==> src/rtl/bcollector.sv <==
// Serial-to-parallel collector: rebuilds WIDTH-bit words LSB- or MSB-first; word valid the cycle after its last bit,
// held until res_ready; i_ready drops while a word is held. Optional parity bit under BCOLLECTOR_PARITY_EN.
module bcollector #(
  parameter int WIDTH = 4,
  parameter int CNT_W = $clog2(WIDTH + 1)
) (
  input  logic             clock,
  input  logic             reset,
  input  logic             i,
  input  logic             i_valid,
  output logic             i_ready,
  input  logic             ssl,
  input  logic             flush,
  output logic [WIDTH-1:0] res,
  output logic             res_valid,
  input  logic             res_ready,
  output logic [CNT_W-1:0] cnt,
  output logic             par_err
);

  typedef enum logic [1:0] {COLLECT, PARITY, HOLD} state_t;

`ifdef BCOLLECTOR_PARITY_EN
  localparam bit PAR_EN = 1'b1;
`else
  localparam bit PAR_EN = 1'b0;
`endif

  localparam logic [CNT_W-1:0] LAST = CNT_W'(WIDTH - 1);

  state_t           state, state_nxt;
  logic [WIDTH-1:0] sr, sr_shift;
  logic             dir, dir_eff;
  logic             accept, take;

  // Direction is taken live on the first bit, then from the latch.
  assign dir_eff  = (cnt == '0) ? ssl : dir;
  assign sr_shift = dir_eff ? {i, sr[WIDTH-1:1]} : {sr[WIDTH-2:0], i};

  always_ff @(posedge clock) begin
    if (reset) state <= COLLECT;
    else       state <= state_nxt;
  end

  always_comb begin
    state_nxt = state;
    i_ready   = 1'b0;
    res_valid = 1'b0;
    accept    = 1'b0;
    take      = 1'b0;
    case (state)
      COLLECT: begin
        i_ready = !reset;
        if (!flush && i_valid) begin
          accept = 1'b1;
          if (cnt == LAST) state_nxt = PAR_EN ? PARITY : HOLD;
        end
      end
      PARITY: begin
        i_ready = !reset;
        if (flush)        state_nxt = COLLECT;
        else if (i_valid) state_nxt = HOLD;
      end
      HOLD: begin
        res_valid = 1'b1;
        if (res_ready) begin
          take      = 1'b1;
          state_nxt = COLLECT;
        end
      end
      default: state_nxt = COLLECT;
    endcase
  end

  always_ff @(posedge clock) begin
    if (reset) begin
      sr  <= '0;
      res <= '0;
      cnt <= '0;
      dir <= 1'b0;
    end else if (flush && state != HOLD) begin
      sr  <= '0;
      cnt <= '0;
    end else if (accept) begin
      sr  <= sr_shift;
      cnt <= cnt + CNT_W'(1);
      if (cnt == '0) dir <= ssl;
      if (cnt == LAST) res <= sr_shift;
    end else if (take) begin
      sr  <= '0;
      cnt <= '0;
    end
  end

`ifdef BCOLLECTOR_PARITY_EN
  logic par_acc;
  assign par_acc = (state == PARITY) && !flush && i_valid;

  always_ff @(posedge clock) begin
    if (reset)        par_err <= 1'b0;
    else if (par_acc) par_err <= (^sr) ^ i;
    else if (take)    par_err <= 1'b0;
  end
`else
  assign par_err = 1'b0;
`endif

endmodule

==> config.mk <==
export PLATFORM = sky130hd
export DESIGN_NAME = bcollector
export DESIGN_NICKNAME = d
export VERILOG_FILES = /design/src/rtl/bcollector.sv
export SDC_FILE = /design/constraint.sdc
export NUM_CORES = 1
export LEC_CHECK = 0
export ABC_AREA = 1
export CAP_MARGIN = 20
export CORE_MARGIN = 4
export CORE_UTILIZATION = 40
export CTS_BUF_LIST = sky130_fd_sc_hd__clkbuf_8
export DETAILED_ROUTE_END_ITERATION = 6
export PLACE_DENSITY = 0.78
export RECOVER_POWER = 25
export SYNTH_ARGS = -nofsm -noshare
export SYNTH_HDL_FRONTEND = slang
export SYNTH_SLANG_ARGS = --single-unit
==> constraint.sdc <==
create_clock -name clock -period 1 [get_ports clock]
set_input_delay 0.2 -clock clock [delete_from_list [all_inputs] [get_ports clock]]
set_output_delay 0.2 -clock clock [all_outputs]
set_load 0.05 [all_outputs]
# Word-level counts from Yosys, hierarchy flattened
# Cells that the tools add are included.
# totals
in_bits	7
word_cells	45
register_bits	14
out_inout_bits	10
# classes
n_mux	18
n_eq_ne	8
bitwise	1
n_addsub	1
reduce_logical	12
# ops
operator	n
4-bit two-way mux	3
2-bit two-way mux	5
2-bit inequality test, second input constant	4
1-bit two-way mux	7
3-bit two-way mux	2
2-bit one-hot mux with 3 select lines	1
4-bit AND reduction	1
2-bit OR reduction	2
3-bit by 1-bit adder with 3-bit output, second input constant	1
3-bit by 2-bit equality test with 1-bit output, second input constant	1
3-bit zero test	1
3-bit inequality test, second input constant	1
3-bit AND reduction	1
2-bit by 1-bit equality test with 1-bit output, second input constant	1
2-bit equality test, second input constant	1
1-bit logical AND	2
1-bit zero test	2
2-bit zero test	1
2-bit AND reduction	1
2-bit nonzero test	1
1-bit inverter	1

# Logic depth before layout (Yosys ltp)
# logic_depth
word_depth	5
ltp_mapped	9
ltp_nobuf	9

# Worst setup path before layout
# OpenSTA, ideal clock, no wires.
# synth_timing
path_kind	reg2reg
startpoint	reg cnt[0]
endpoint	reg res[0]
path_buffers	0
setup_slack_ns	-0.516
setup_time_ns	0.109
arrival_time_ns	1.407
required_time_ns	0.891
path_stages_with_launch	9
synth_period_minus_slack_ns	1.516
cell_sequence	dfxtp_1 inv_1 ha_1 nand3_1 nand3_1 nand2_1 nand2_1 nand2_1 inv_1
# synth_between
elab_chain_len	3
elab_cells_between_ends	5
cone_classes	1 x eq/ne; 2 x mux; 2 x reduce/logical
# synth_rtl
item	line	rtl
start, declared	17	output logic [CNT_W-1:0] cnt,
start signal, assigned	86	cnt <= cnt + CNT_W'(1);
3-bit zero test	37	assign dir_eff = (cnt == '0) ? ssl : dir;
1-bit two-way mux	n/a	
4-bit two-way mux	38	assign sr_shift = dir_eff ? {i, sr[WIDTH-1:1]} : {sr[WIDTH-2:0], i};
end signal, assigned	88	if (cnt == LAST) res <= sr_shift;
end, declared	14	output logic [WIDTH-1:0] res,
# Several ways; a longest one is shown, not always the timed one.
# A chain may end at the register's enable or synchronous reset.

# Worst setup path after layout
# Ends and elaborated chain as after synthesis.

==> impl_metrics.yaml <==
routing:
  drt-met1-wl_um: 813
  drc: 0
  routed_wl_um: 2360
  final_antenna_net_count: 0
  post_drt_wl_per_cell_um: 16.2
  firstDrtPassIters: 4
  maxUsedRoutingLayer: "met4"
  vias: 803
  wl_met2_um: 1310
  wl_met3_um: 193
  viasPerCell: 5.50
  drtIter0Drc: 21
floorplanning:
  io_pins: 17
  die_width_um: 49.7
  core-area_mm2: 0.00158
  initial_core_util_pct: 44.0
  rows: 14
  die-height_um: 49.7
  dieArea_mm2: 0.00247
synthesis:
  ys_ff_latch: 13
  synthesis.area_um2: 694
  yosysSeqAreaShare_pct: 37.5
  synth_area_per_cell_um2: 6.81
  synth_nets: 112
  ys_warn_count: 0
  ys_types: 17
  synth_cells: 102
cts:
  tritoncts: "built"
  numCtsBuffers: 3
  ctsLongestPathBuffers: 2
  clkTransAtPathRegs_ns: 0.05
  cts.sinks: 13
  htreeDepth: 1
  clk_latency_ns: 0.24
  cts-root-buf: "clkbuf_8"
  hold_buffers: 0
critical_path:
  worstSetupPathType: "reg2reg"
  crit_path_start_kind: "flop"
  crit_required_ns: 1.14
  r2r_slack_ns: -0.25
  critPathCaptureType: "flop"
  crit_fanout: 5
  worstPathArrival_ns: 1.38
power_and_ir_drop:
  seqPwrFrac_pct: 43.3
  p_sw_mw: 0.325
  peakVddDrop_mv: 0.928
  power.density_mw_per_mm2: 943
  intPower_mw: 0.884
  switching_share_pct: 26.9
  comb_power_share_pct: 19.3
  leakage_nw: 0.571
  clockPowerShare_pct: 37.4
sta:
  finalCritPeriodShare_pct: 125
  final.setup.worst_slack_ns: -0.247
  period_needed_ns: 1.25
  finalHoldViolCount: 0
  clock_skew_ns: 0.00349
  rsz0062_at_grt: "true"
  setup_violations: 15
  slew_viol_final: 0
  max_freq_mhz: 802
  fin_hold_ws_ns: 0.485
hold_path:
  hold_path.class: "reg2reg"
global_routing:
  grt_use_total_pct: 17.8
  globalRouteOverflowTotal: 0
  grt_pass1_vias: 727
  grt_pass1_wl_um: 3310
  grt_max_degree: 9
  antenna_found_initial: 0
placed_design:
  portBuffers: 15
  place_ws_ns: -0.373
  gp_congestion: 0.828
  place_hpwl_um: 1440
cells_and_area:
  drive_above_1_share_pct: 47.7
  area_growth_pct: 84.5
  nNetsFinal: 141
  antenna_cells: 0
run_status:
  status: "finished with violations"
  violations: "setup timing"
run:
  maxCapViolCount: 0
## area by class of cell
cell class,count,area (um^2)
fill,99,295
timing repair buffer,26,335
clock inverter,1,3.75
clock buffer,3,41.3
tap,16,20.0
sequential,13,275
multi-input combinational,64,507
inverter,23,98.8
## cell usage after synthesis
cell type | instances | area, um^2
or2_2 | 1 | 6.26
nand3_1 | 20 | 100
nor2_1 | 2 | 7.51
clkbuf_1 | 1 | 3.75
dfxtp_1 | 13 | 260
a21oi_1 | 13 | 65.1
nand2_1 | 19 | 71.3
buf_4 | 1 | 7.51
o22ai_1 | 1 | 6.26
o21ai_0 | 1 | 5.00
inv_1 | 21 | 78.8
ha_1 | 3 | 37.5
nand2_4 | 2 | 22.5
nor2_2 | 1 | 6.26
conb_1 | 1 | 3.75
inv_2 | 1 | 3.75
inv_6 | 1 | 8.76
## power by group through the flow
stage	Sequential [mW]	Clock [mW]	Combinational, mW
2_1_floorplan	0.538	0	0.103
3_3_place_gp	0.533	0	0.174
3_5_place_dp	0.533	0	0.180
4_1_cts	0.523	0.455	0.196
5_1_grt	0.524	0.493	0.245
6_report	0.523	0.451	0.234
## per-layer routing
layer  vias up  GRT usage [%]
met5         -              0
met4         0           5.07
met3         9           4.82
met2        49           34.6
met1       367           18.2
li1        378              -
## registers in the layout, indices dropped and copies added, names as in the netlist
name / count
res: 4
state: 1
dir: 1
cnt: 3
sr: 4
## layout by cell type, fill, tap and decap left out
| cell type | netlist | final |
|---|---|---|
| inv_1 | 21 | 18 |
| nand2_1 | 19 | 13 |
| a21oi_1 | 13 | 10 |
| nand3_2 | 0 | 9 |
| nand3_1 | 20 | 9 |
| dfxtp_1 | 13 | 9 |
| buf_12 | 0 | 9 |
| buf_4 | 1 | 7 |
| nand2_4 | 2 | 5 |
| dfxtp_4 | 0 | 4 |
| clkdlybuf4s50_1 | 0 | 4 |
| buf_6 | 0 | 4 |
| inv_2 | 1 | 3 |
| nand2_2 | 0 | 3 |
| a21oi_2 | 0 | 3 |
| ha_4 | 0 | 3 |
| clkbuf_8 | 0 | 3 |
| inv_4 | 0 | 2 |
| nor2_4 | 0 | 2 |
| nand3_4 | 0 | 2 |
| dlygate4sd2_1 | 0 | 2 |
| inv_8 | 0 | 1 |
| o22ai_4 | 0 | 1 |
| nor2_1 | 2 | 1 |
| or2_2 | 1 | 1 |
| o21ai_1 | 0 | 1 |
| conb_1 | 1 | 1 |
## critical path, cell delays in order (launching register included)
cell and delay, ns:
dfxtp_4 0.37, inv_2 0.05, ha_4 0.18, nand3_2 0.16
nand3_2 0.11, nand2_1 0.09, nand2_1 0.07, nand2_1 0.07
inv_1 0.05
## final timing paths
path	from	to	depth (start not counted)
worst max-delay path	cnt[0]$_SDFFE_PP0P_	res[0]$_SDFFE_PP0P_	8
worst min-delay path	sr[3]$_SDFFE_PP0P_	sr[3]$_SDFFE_PP0P_	2
worst max register to register	cnt[0]$_SDFFE_PP0P_	res[0]$_SDFFE_PP0P_	8
worst min register to register	sr[3]$_SDFFE_PP0P_	sr[3]$_SDFFE_PP0P_	2
## stage by stage
step / setup TNS (ns) / power (mW) / utilization, % / cells / instance area [um^2]
floorplan: -1.36 / 0.642 / - / 102 / 772
global placement: -3.75 / 0.706 / 68.1 / 138 / 1070
detailed placement: -4.33 / 0.713 / 68.1 / 138 / 1070
CTS: -1.79 / 1.17 / 75.6 / 144 / 1190
global route: -3.27 / 1.26 / 81.3 / 146 / 1280
finish: -2.59 / 1.21 / 81.3 / 146 / 1280
## cells by family after synthesis
logic type,share of synthesized area [%]
flip-flops,37.5
AO/OA/AOI/OAI,11.0
adder cells (fa/ha/maj),5.41
buffers and inverters,14.8
other,0.540
AND/OR/NAND/NOR,30.8
## repair_timing
| item | CTS | global route |
|---|---|---|
| buffers inserted | 2 | 2 |
| cloned | 0 | 0 |
| gates resized for setup | 15 | 19 |
| pin swaps | 8 | 9 |
| endpoints found under the setup margin | 17 | 19 |
No activity file was read; power rests on OpenSTA's default activity.
